===== src/rtl/mem_pkg.sv =====
// mem_pkg: shared definitions for the memory-access stage.
//   - bus widths of the pipeline
//   - funct3 load/store size codes
//   - memory-stage FSM state encoding
package mem_pkg;

    localparam int REG_BUS      = 32;
    localparam int REG_ADDR_BUS = 5;
    localparam int INST_BUS     = 32;
    localparam int MEM_ADDR_BUS = 32;

    // funct3 codes shared by loads and stores
    localparam logic [2:0] F3_B  = 3'b000;   // LB / SB
    localparam logic [2:0] F3_H  = 3'b001;   // LH / SH
    localparam logic [2:0] F3_W  = 3'b010;   // LW / SW
    localparam logic [2:0] F3_BU = 3'b100;   // LBU
    localparam logic [2:0] F3_HU = 3'b101;   // LHU

    typedef enum logic [1:0] {
        ST_IDLE   = 2'd0,   // accepting a new slot, bus outputs driven from inputs
        ST_WAIT_R = 2'd1,   // load granted, waiting for read data
        ST_DRAIN  = 2'd2    // load was flushed, swallow its read data
    } mem_state_e;

endpackage


===== src/rtl/mem_lsu_align.sv =====
// lsu_align: purely combinational load/store lane handling.
// Ports:
//   funct3, we, offset, din -> be, wdata, misalign  (current request)
//   ld_funct3, ld_offset, rdata -> ld_data          (returning load data)
module lsu_align
    import mem_pkg::*;
(
    input  logic [2:0]         funct3,
    input  logic               we,
    input  logic [1:0]         offset,
    input  logic [REG_BUS-1:0] din,
    output logic [3:0]         be,
    output logic [REG_BUS-1:0] wdata,
    output logic               misalign,
    input  logic [2:0]         ld_funct3,
    input  logic [1:0]         ld_offset,
    input  logic [REG_BUS-1:0] rdata,
    output logic [REG_BUS-1:0] ld_data
);

    logic [REG_BUS-1:0] shifted;

    // Request side: lane enables, replicated store data, legality check.
    always_comb begin
        be       = 4'b1111;
        wdata    = din;
        misalign = 1'b0;
        case (funct3)
            F3_B: begin
                if (we) begin
                    be    = 4'b0001 << offset;
                    wdata = {4{din[7:0]}};
                end
            end
            F3_H: begin
                misalign = offset[0];
                if (we) begin
                    be    = 4'b0011 << offset;
                    wdata = {2{din[15:0]}};
                end
            end
            F3_W: misalign = (offset != 2'b00);
            // There is no unsigned store, so these codes are illegal for stores.
            F3_BU: misalign = we;
            F3_HU: misalign = we | offset[0];
            default: misalign = 1'b1;
        endcase
    end

    // Response side: move the addressed lane down, then extend.
    always_comb begin
        shifted = rdata >> {ld_offset, 3'b000};
        case (ld_funct3)
            F3_B:    ld_data = {{24{shifted[7]}}, shifted[7:0]};
            F3_H:    ld_data = {{16{shifted[15]}}, shifted[15:0]};
            F3_BU:   ld_data = {24'd0, shifted[7:0]};
            F3_HU:   ld_data = {16'd0, shifted[15:0]};
            default: ld_data = rdata;
        endcase
    end

endmodule


===== src/rtl/mem.sv =====
// mem: memory-access stage with the MEM/WB register.
// Ports:
//   clk, rstn (sync, active-high)         clock / reset
//   valid_i .. flush_i                     EX/MEM slot
//   ready_o                                upstream advance (0 = stall)
//   dbus_*                                 req/gnt/rvalid data bus, one outstanding load
//   valid_o .. misalign_o                  registered MEM/WB slot
// Handshake: dbus_req_o is raised only in IDLE and held, with the slot stable,
// until dbus_gnt_i. A granted load then waits for exactly one dbus_rvalid_i.
// ready_o=1 means the current EX/MEM slot is consumed at this clock edge.
module mem
    import mem_pkg::*;
(
    input  logic                    clk,
    input  logic                    rstn,
    input  logic                    valid_i,
    input  logic [INST_BUS-1:0]     inst_i,
    input  logic [MEM_ADDR_BUS-1:0] instaddr_i,
    input  logic                    cs_i,
    input  logic                    mem_we_i,
    input  logic [MEM_ADDR_BUS-1:0] mem_addr_i,
    input  logic [REG_BUS-1:0]      mem_din_i,
    input  logic                    regs_wen_i,
    input  logic [REG_ADDR_BUS-1:0] rd_addr_i,
    input  logic [REG_BUS-1:0]      rd_data_i,
    input  logic                    flush_i,
    output logic                    ready_o,
    output logic                    dbus_req_o,
    output logic                    dbus_we_o,
    output logic [3:0]              dbus_be_o,
    output logic [MEM_ADDR_BUS-1:0] dbus_addr_o,
    output logic [REG_BUS-1:0]      dbus_wdata_o,
    input  logic                    dbus_gnt_i,
    input  logic                    dbus_rvalid_i,
    input  logic [REG_BUS-1:0]      dbus_rdata_i,
    output logic                    valid_o,
    output logic [INST_BUS-1:0]     inst_o,
    output logic [MEM_ADDR_BUS-1:0] instaddr_o,
    output logic                    regs_wen_o,
    output logic [REG_ADDR_BUS-1:0] rd_addr_o,
    output logic [REG_BUS-1:0]      rd_data_o,
    output logic                    misalign_o
);

    mem_state_e         state, state_nxt;
    logic [2:0]         ld_f3_q;
    logic [1:0]         ld_off_q;
    logic               mis;
    logic [REG_BUS-1:0] ld_data;

    // MEM/WB update controls produced by the FSM
    logic               take_valid, take_wen, take_mis, take_fields, ld_latch;
    logic [REG_BUS-1:0] take_data;

    lsu_align u_align (
        .funct3    (inst_i[14:12]),
        .we        (mem_we_i),
        .offset    (mem_addr_i[1:0]),
        .din       (mem_din_i),
        .be        (dbus_be_o),
        .wdata     (dbus_wdata_o),
        .misalign  (mis),
        .ld_funct3 (ld_f3_q),
        .ld_offset (ld_off_q),
        .rdata     (dbus_rdata_i),
        .ld_data   (ld_data)
    );

    assign dbus_we_o   = mem_we_i;
    assign dbus_addr_o = {mem_addr_i[31:2], 2'b00};
    assign dbus_req_o  = valid_i & cs_i & ~mis & ~flush_i & (state == ST_IDLE);

    always_comb begin
        state_nxt   = state;
        ready_o     = 1'b0;
        take_valid  = 1'b0;
        take_wen    = 1'b0;
        take_mis    = 1'b0;
        take_fields = 1'b0;
        take_data   = rd_data_i;
        ld_latch    = 1'b0;
        case (state)
            ST_IDLE: begin
                if (!valid_i || flush_i) begin
                    ready_o = 1'b1;                 // slot retires as a bubble
                end else if (!cs_i) begin
                    ready_o     = 1'b1;
                    take_valid  = 1'b1;
                    take_wen    = regs_wen_i;
                    take_fields = 1'b1;
                end else if (mis) begin
                    ready_o     = 1'b1;
                    take_valid  = 1'b1;
                    take_mis    = 1'b1;
                    take_fields = 1'b1;
                end else if (dbus_gnt_i) begin
                    if (mem_we_i) begin
                        ready_o     = 1'b1;
                        take_valid  = 1'b1;
                        take_fields = 1'b1;
                    end else begin
                        state_nxt = ST_WAIT_R;
                        ld_latch  = 1'b1;
                    end
                end
            end
            ST_WAIT_R: begin
                if (flush_i) begin
                    // Data arriving together with the flush is simply dropped.
                    state_nxt = dbus_rvalid_i ? ST_IDLE : ST_DRAIN;
                end else if (dbus_rvalid_i) begin
                    state_nxt   = ST_IDLE;
                    ready_o     = 1'b1;
                    take_valid  = 1'b1;
                    take_wen    = regs_wen_i;
                    take_fields = 1'b1;
                    take_data   = ld_data;
                end
            end
            ST_DRAIN: begin
                if (dbus_rvalid_i) state_nxt = ST_IDLE;
            end
            default: state_nxt = ST_IDLE;
        endcase
    end

    always_ff @(posedge clk) begin
        if (rstn) begin
            state      <= ST_IDLE;
            ld_f3_q    <= 3'd0;
            ld_off_q   <= 2'd0;
            valid_o    <= 1'b0;
            regs_wen_o <= 1'b0;
            misalign_o <= 1'b0;
            inst_o     <= '0;
            instaddr_o <= '0;
            rd_addr_o  <= '0;
            rd_data_o  <= '0;
        end else begin
            state      <= state_nxt;
            valid_o    <= take_valid;
            regs_wen_o <= take_wen;
            misalign_o <= take_mis;
            if (ld_latch) begin
                ld_f3_q  <= inst_i[14:12];
                ld_off_q <= mem_addr_i[1:0];
            end
            if (take_fields) begin
                inst_o     <= inst_i;
                instaddr_o <= instaddr_i;
                rd_addr_o  <= rd_addr_i;
                rd_data_o  <= take_data;
            end
        end
    end

endmodule


===== config.mk =====
export PLATFORM = sky130hd
export DESIGN_NAME = mem
export DESIGN_NICKNAME = d
export VERILOG_FILES = /design/src/rtl/mem_pkg.sv /design/src/rtl/mem_lsu_align.sv /design/src/rtl/mem.sv
export SDC_FILE = /design/constraint.sdc
export NUM_CORES = 1
export LEC_CHECK = 0
export BUFFER_PORTS_ARGS = -buffer_cell sky130_fd_sc_hd__buf_2
export CORE_AREA = 2 2 148 150
export DETAILED_ROUTE_END_ITERATION = 8
export DIE_AREA = 0 0 150 152
export PLACE_DENSITY = 0.59
export SETUP_SLACK_MARGIN = 0.2
export SLEW_MARGIN = 30
export SYNTH_ARGS = -nofsm -noshare
export SYNTH_HDL_FRONTEND = slang
export SYNTH_SLANG_ARGS = --single-unit

===== constraint.sdc =====
create_clock -name clk -period 6.1 [get_ports clk]
set_clock_uncertainty 0.2 [all_clocks]
set_input_delay 0.61 -clock clk [delete_from_list [all_inputs] [get_ports clk]]
set_output_delay 0.61 -clock clk [all_outputs]
set_load 0.005 [all_outputs]

==> results of run 1 <==
-- stage by stage --
stage,util,hold slack [ns],worst slack [ns],cells
floorplan,-,0.248,3.64,583
finish,0.342,0.253,2.85,1118
CTS,0.340,0.233,2.77,1115
detailed placement,0.325,0.244,2.41,1099
global route,0.342,0.232,2.72,1118
global placement,0.325,0.240,2.46,1099
-- worst paths after layout --
path | to | slack (ns) | depth (start not counted)
setup / recovery | dbus_wdata_o[8] | 2.85 | 6
hold / removal | instaddr_o[2] | 0.25 | 2
setup reg to reg | rd_data_o[26] | 3.23 | 5
hold reg to reg | rd_data_o[23] | 0.25 | 2
-- registers in the layout (all words and copies together) (netlist names), 2 cells and up --
register and flops:
inst_o 32, state 2, instaddr_o 32, ld_off_q 2, rd_addr_o 5, rd_data_o 32
ld_f3_q 3
-- layout by cell type, fill, tap and decap left out, types with 7 or more instances in the layout --
master,instances
inv_1,38
a211o_1,7
nand2_1,29
dfxtp_1,110
a21oi_1,41
mux2_2,18
o32ai_1,15
a21boi_2,8
nor2b_1,11
o21ai_0,22
nor2_1,29
a221oi_1,8
buf_2,318
mux2i_1,22
nand2b_1,7
clkbuf_16,9
a22o_1,77
-- report_power, final --
group / internal (W) / leakage [nW] / total (W) / switching, W
sequential: 0.000760 / 0.907 / 0.000778 / 0.0000185
clock: 0.000301 / 0.153 / 0.000630 / 0.000329
combinational: 0.000123 / 2.36 / 0.000246 / 0.000122
-- routing by layer --
layer  up-vias  global-route usage
li1       2569                   -
met1      2466               0.203
met5         -                   0
met4         0              0.0485
met2       250               0.261
met3        21              0.0321
-- worst reg2reg max path, delay by kind of cell, from the launching register on --
family             cells  cell delay (ns)
DFF                    1             0.89
and+or+nand+nor        1             0.65
AOI/OAI and AO/OA      4             1.04
-- synth_stat cells, types with 2 or more instances --
cell type / number
o32ai_1: 15
buf_6: 7
clkbuf_1: 17
a221oi_2: 2
a221oi_1: 8
nor2_1: 29
o21a_1: 2
o221ai_1: 2
o21ai_0: 22
a21boi_2: 8
dfxtp_1: 111
ha_1: 4
nor2_4: 2
a211o_1: 7
nand2_1: 29
a21boi_0: 6
nand2b_1: 7
buf_2: 17
nand3_1: 3
nor4b_1: 2
a21boi_1: 2
a21oi_1: 41
a22o_1: 77
o31a_1: 6
mux2_2: 18
nor3_1: 2
inv_1: 38
mux2i_1: 22
buf_4: 45
nor2b_1: 11
-- kinds of logic after synthesis --
family                     count (synthesis)  share of synthesized area
muxes                                     41                     0.0793
and+or+nand+nor                           94                     0.0879
adders and majority gates                  4                    0.00906
other                                      1                   0.000679
buffers and inverters                    125                      0.129
DFF                                      111                      0.402
AOI/OAI and AO/OA                        206                      0.292
-- area by class of cell --
type	count	area [sq um]
multi-input combinational	347	2600
sequential	111	2220
antenna	2	5.00
fill	2248	14100
tap	280	350
timing repair buffer	324	1660
clock buffer	9	225
inverter	38	143
clock inverter	7	91.3
==> results.yml, run 1 <==
detailed_routing:
  vias: 5306
  vias_per_cell: 4.75
  ant_nets: 0
  met1Wirelength_mm: 8.05
  route.final.wire_length_mm: 18.5
  drcViolationCount: 0
  top_layer: "met4"
  routed-wl-met2_mm: 8.72
  post_drt_wl_per_cell_um: 16.5
  wl_met3_mm: 1.39
  drt-initial-drc-count: 344
  drtPass1Iterations: 5
setup_path:
  slowest_delay_ns: 0.64
  cp_common_cell: "buf_2"
  r2r-start: "ld_off_q[1]"
  start_kind: "input port"
  crit_required_ns: 5.29
  startpoint: "mem_we_i"
  crit_path_end_kind: "output port"
  arrival_ns: 2.44
  path_class: "input port to output port"
  cp_max_fo: 29
  worstPathCellList: "buf_2 -> nor3b_2 -> buf_4 -> nor2b_1 -> mux2_2 -> buf_2"
  crit_family: "simple AND/OR/NAND/NOR gates"
  cp_slowest_cell: "nor2b_1"
  cp_num_buf_inv: 3
hold_path:
  hp-class: "input port to flop"
  hold_path.startpoint: "instaddr_i[2]"
sta:
  fmaxAchievable_ghz: 0.308
  slew_headroom: 0.428
  setup_viol: 0
  rsz0062_at_grt: "false"
  tns_ns: 0
  min_period_ns: 3.25
  hold_viol_final: 0
  tightest_slew_ns: 0.857
  drv_slew: 0
  finalCritPeriodShare: 0.532
global_route:
  grt_usage: 0.157
  grt_pass1_wl_mm: 28.3
  grt_max_degree: 70
  grt_overflow: 0
  antenna_found_initial: 2
  grt_pass1_vias: 5060
place:
  hpwl_mm: 14.1
  gp_congestion: 0.818
  place_area_sq_mm: 0.00694
  io_buffer_count: 318
cts:
  cts_max_path_buffers: 2
  cts_hold_buf: 0
  cts_root_buf: "clkbuf_16"
  cts_tree: "built"
  cts.sinks: 111
  htree_levels: 3
  clk_pin_slew_ns: 0.09
  insertion_delay_ns: 0.36
  numCtsBuffers: 9
  cts_setup_buffers: 0
  cts_resized: 0
cells_and_area:
  final_nets: 1041
  final_cell_area_sq_mm: 0.00729
  area_delta_synth_final_pct: 32.0
  drive_gt1_frac: 0.456
yosys:
  synth_flop_cell: "dfxtp_1"
  synth_area_sq_mm: 0.00552
  synth_edf_count: 0
  synth_cells: 582
  ys_types: 50
  yosysSeqAreaShare: 0.402
  ys_ff_latch: 111
  syn-mean-instance-area_sq_um: 9.49
  ys_warn_count: 0
  yosys.area.top_type: "dfxtp_1"
  synth.top_cell.area_share: 0.402
  synth.area.top_cells: "dfxtp_1 40%, a22o_1 12%, buf_4 6.1%"
  synthArstFlopShare: 0
die:
  ios: 381
  num_rows: 54
  die_h_um: 152
  die_width_um: 150
  core_area_sq_mm: 0.0214
  start_util: 0.259
  die-area_sq_mm: 0.0228
run_status:
  status: "completed"
power_and_ir_drop:
  finalPower_w: 0.00165
  powerDensity_mw_per_mm2: 227
  irDropWorstVdd_mv: 0.0942
  leakagePower_nw: 3.41
run:
  maxCapViolCount: 0
No activity file was read; power rests on OpenSTA's default activity.
==> run 2, diff against run 1 <==
CORE_AREA = 2 2 149 151   (was 2 2 148 150)
DIE_AREA = 0 0 151 153   (was 0 0 150 152)
PLACE_DENSITY = 0.58   (was 0.59)
clock period = 3.2 ns   (was 6.1 ns; I/O delays follow)
==> results.yml, run 2 (synthesized netlist as in run 1, its figures left out) <==
cells_and_area:
  mostFrequentLayoutCells: "318 x buf_2, 111 x dfxtp_1, 77 x a22o_1, 67 x dlygate4sd3_1, 41 x a21oi_1"
  final_cell_area_sq_mm: 0.00804
  drive_gt1_frac: 0.426
  multiInputGateArea_sq_mm: 0.00260
  final_nets: 1116
  final_common_cell: "buf_2"
  num-fill-cells: 2212
  top_regs: "inst_o: 32 flops, instaddr_o: 32 flops, rd_data_o: 32 flops"
  area_delta_synth_final_pct: 45.5
  seqCellArea_sq_mm: 0.00222
cts:
  cts.sinks: 111
  cts_max_path_buffers: 2
  clk_pin_slew_ns: 0.08
  cts_resized: 0
  numCtsBuffers: 9
  htree_levels: 3
  cts_root_buf: "clkbuf_16"
  insertion_delay_ns: 0.35
  cts_tree: "built"
sta:
  finalCritPeriodShare: 0.766
  fmaxAchievable_ghz: 0.408
  tightest_slew_ns: 0.765
  slew_headroom: 0.489
  rsz0062_at_grt: "false"
  hold_viol_final: 0
  worst_slack_ns: 0.747
  min_period_ns: 2.45
  tns_ns: 0
  drv_slew: 0
  setup_viol: 0
power_and_ir_drop:
  leakagePower_nw: 3.73
  powerDensity_mw_per_mm2: 398
  irDropWorstVdd_mv: 0.187
detailed_routing:
  ant_nets: 0
  route.final.wire_length_mm: 19.4
  post_drt_wl_per_cell_um: 16.3
  vias_per_cell: 4.71
  drt-initial-drc-count: 348
  drtPass1Iterations: 4
  vias: 5625
  drcViolationCount: 0
global_route:
  grt_overflow: 0
  grt_pass1_vias: 5658
  top_usage_layer: "met2"
  grt_pass1_wl_mm: 29.7
  grt.met2_usage: 0.273
  grt.met3_usage: 0.0349
  gr-usage-met1: 0.196
  grt_max_degree: 62
  grt_usage: 0.163
  antenna_found_initial: 4
setup_path:
  r2r_cells: 5
  cp_common_cell: "buf_2"
  crit_path_end_kind: "output port"
  crit_required_ns: 2.68
  arrival_ns: 1.93
  cp_max_fo: 29
  path_class: "input port to output port"
  r2r-start: "state[1]"
  reg2reg_to: "inst_o[14]"
  cp_slowest_cell: "dlygate4sd3_1"
  start_kind: "input port"
  rrSetupSlack_ns: 0.88
  worstPathCellList: "dlygate4sd3_1 -> buf_2 -> and3_1 -> buf_4 -> a21o_1 -> buf_2"
  slowest_delay_ns: 0.52
hold_path:
  hp-class: "input port to flop"
  holdPathStages: 2
  hold_path.startpoint: "regs_wen_i"
  hold_end: "regs_wen_o"
place:
  hpwl_mm: 14.5
  gp_congestion: 0.804
  dp_slack_ns: 0.432
  place_area_sq_mm: 0.00705
  io_buffer_count: 318
run_status:
  status: "completed"
die:
  die_h_um: 153
  start_util: 0.257
  ios: 381
  num_rows: 54
  core_area_sq_mm: 0.0215
  die_width_um: 151
  die-area_sq_mm: 0.0231
run:
  maxCapViolCount: 0
## run 2: cell types whose count changed in the layout (fill, tap and decap cells not counted), sizes merged
cell / change
dlygate4sd3: +67
diode: +1
inv: -1
buf: +8
clkinvlp: +1
## run 2: worst max path at each step
| stage | slack (ns) | depth (start not counted) | endpoint | from |
|---|---|---|---|---|
| finish | 0.75 | 6 | ready_o | dbus_rvalid_i |
| floorplan | 1.14 | 9 | rd_data_o[6] | mem_addr_i[0] |
| CTS | 0.74 | 6 | ready_o | dbus_rvalid_i |
| global route | 0.64 | 6 | ready_o | dbus_rvalid_i |
| global placement | 0.49 | 9 | inst_o[25] | mem_addr_i[0] |
| detailed placement | 0.43 | 9 | instaddr_o[23] | mem_addr_i[0] |
## run 2: critical path, delay by kind of cell
family	cells	cell delay (ns)
buf+inv	4	1.16
compound gates	1	0.12
simple gates	1	0.32
## run 2: per-layer routing
metal  up-vias  wire (um)
li1       2715          -
met1      2598       8050
met2       273       9160
met3        39       1500
met4         0        704
met5         -          0
## run 2: timing repair
item,CTS,global route
hold endpoints to repair,67,0
buffers inserted,0,0
hold buffers,67,0
## run 2: metrics by stage
step	hold WS, ns	power, W	util	instances
6_report	0.0401	0.00320	0.374	1194
5_1_grt	0.0300	0.00336	0.374	1194
4_1_cts	0.0212	0.00325	0.374	1191
2_1_floorplan	0.197	0.00176	-	583
3_5_place_dp	0.249	0.00200	0.328	1108
3_3_place_gp	0.241	0.00199	0.328	1108
## run 2: final cells by class
class                      count  share of cell area
timing repair buffer         399               0.299
antenna                        3            0.000934
clock buffer                   9              0.0280
sequential                   111               0.277
inverter                      38              0.0177
clock inverter                 7              0.0106
multi-input combinational    347               0.323
tap                          280              0.0436
## run 2: where the power goes
group	total (W)	internal, W	switching, W
Combinational	0.000544	0.000295	0.000250
Clock	0.00117	0.000565	0.000603
Sequential	0.00148	0.00145	0.0000348
Total	0.00320	0.00231	0.000888
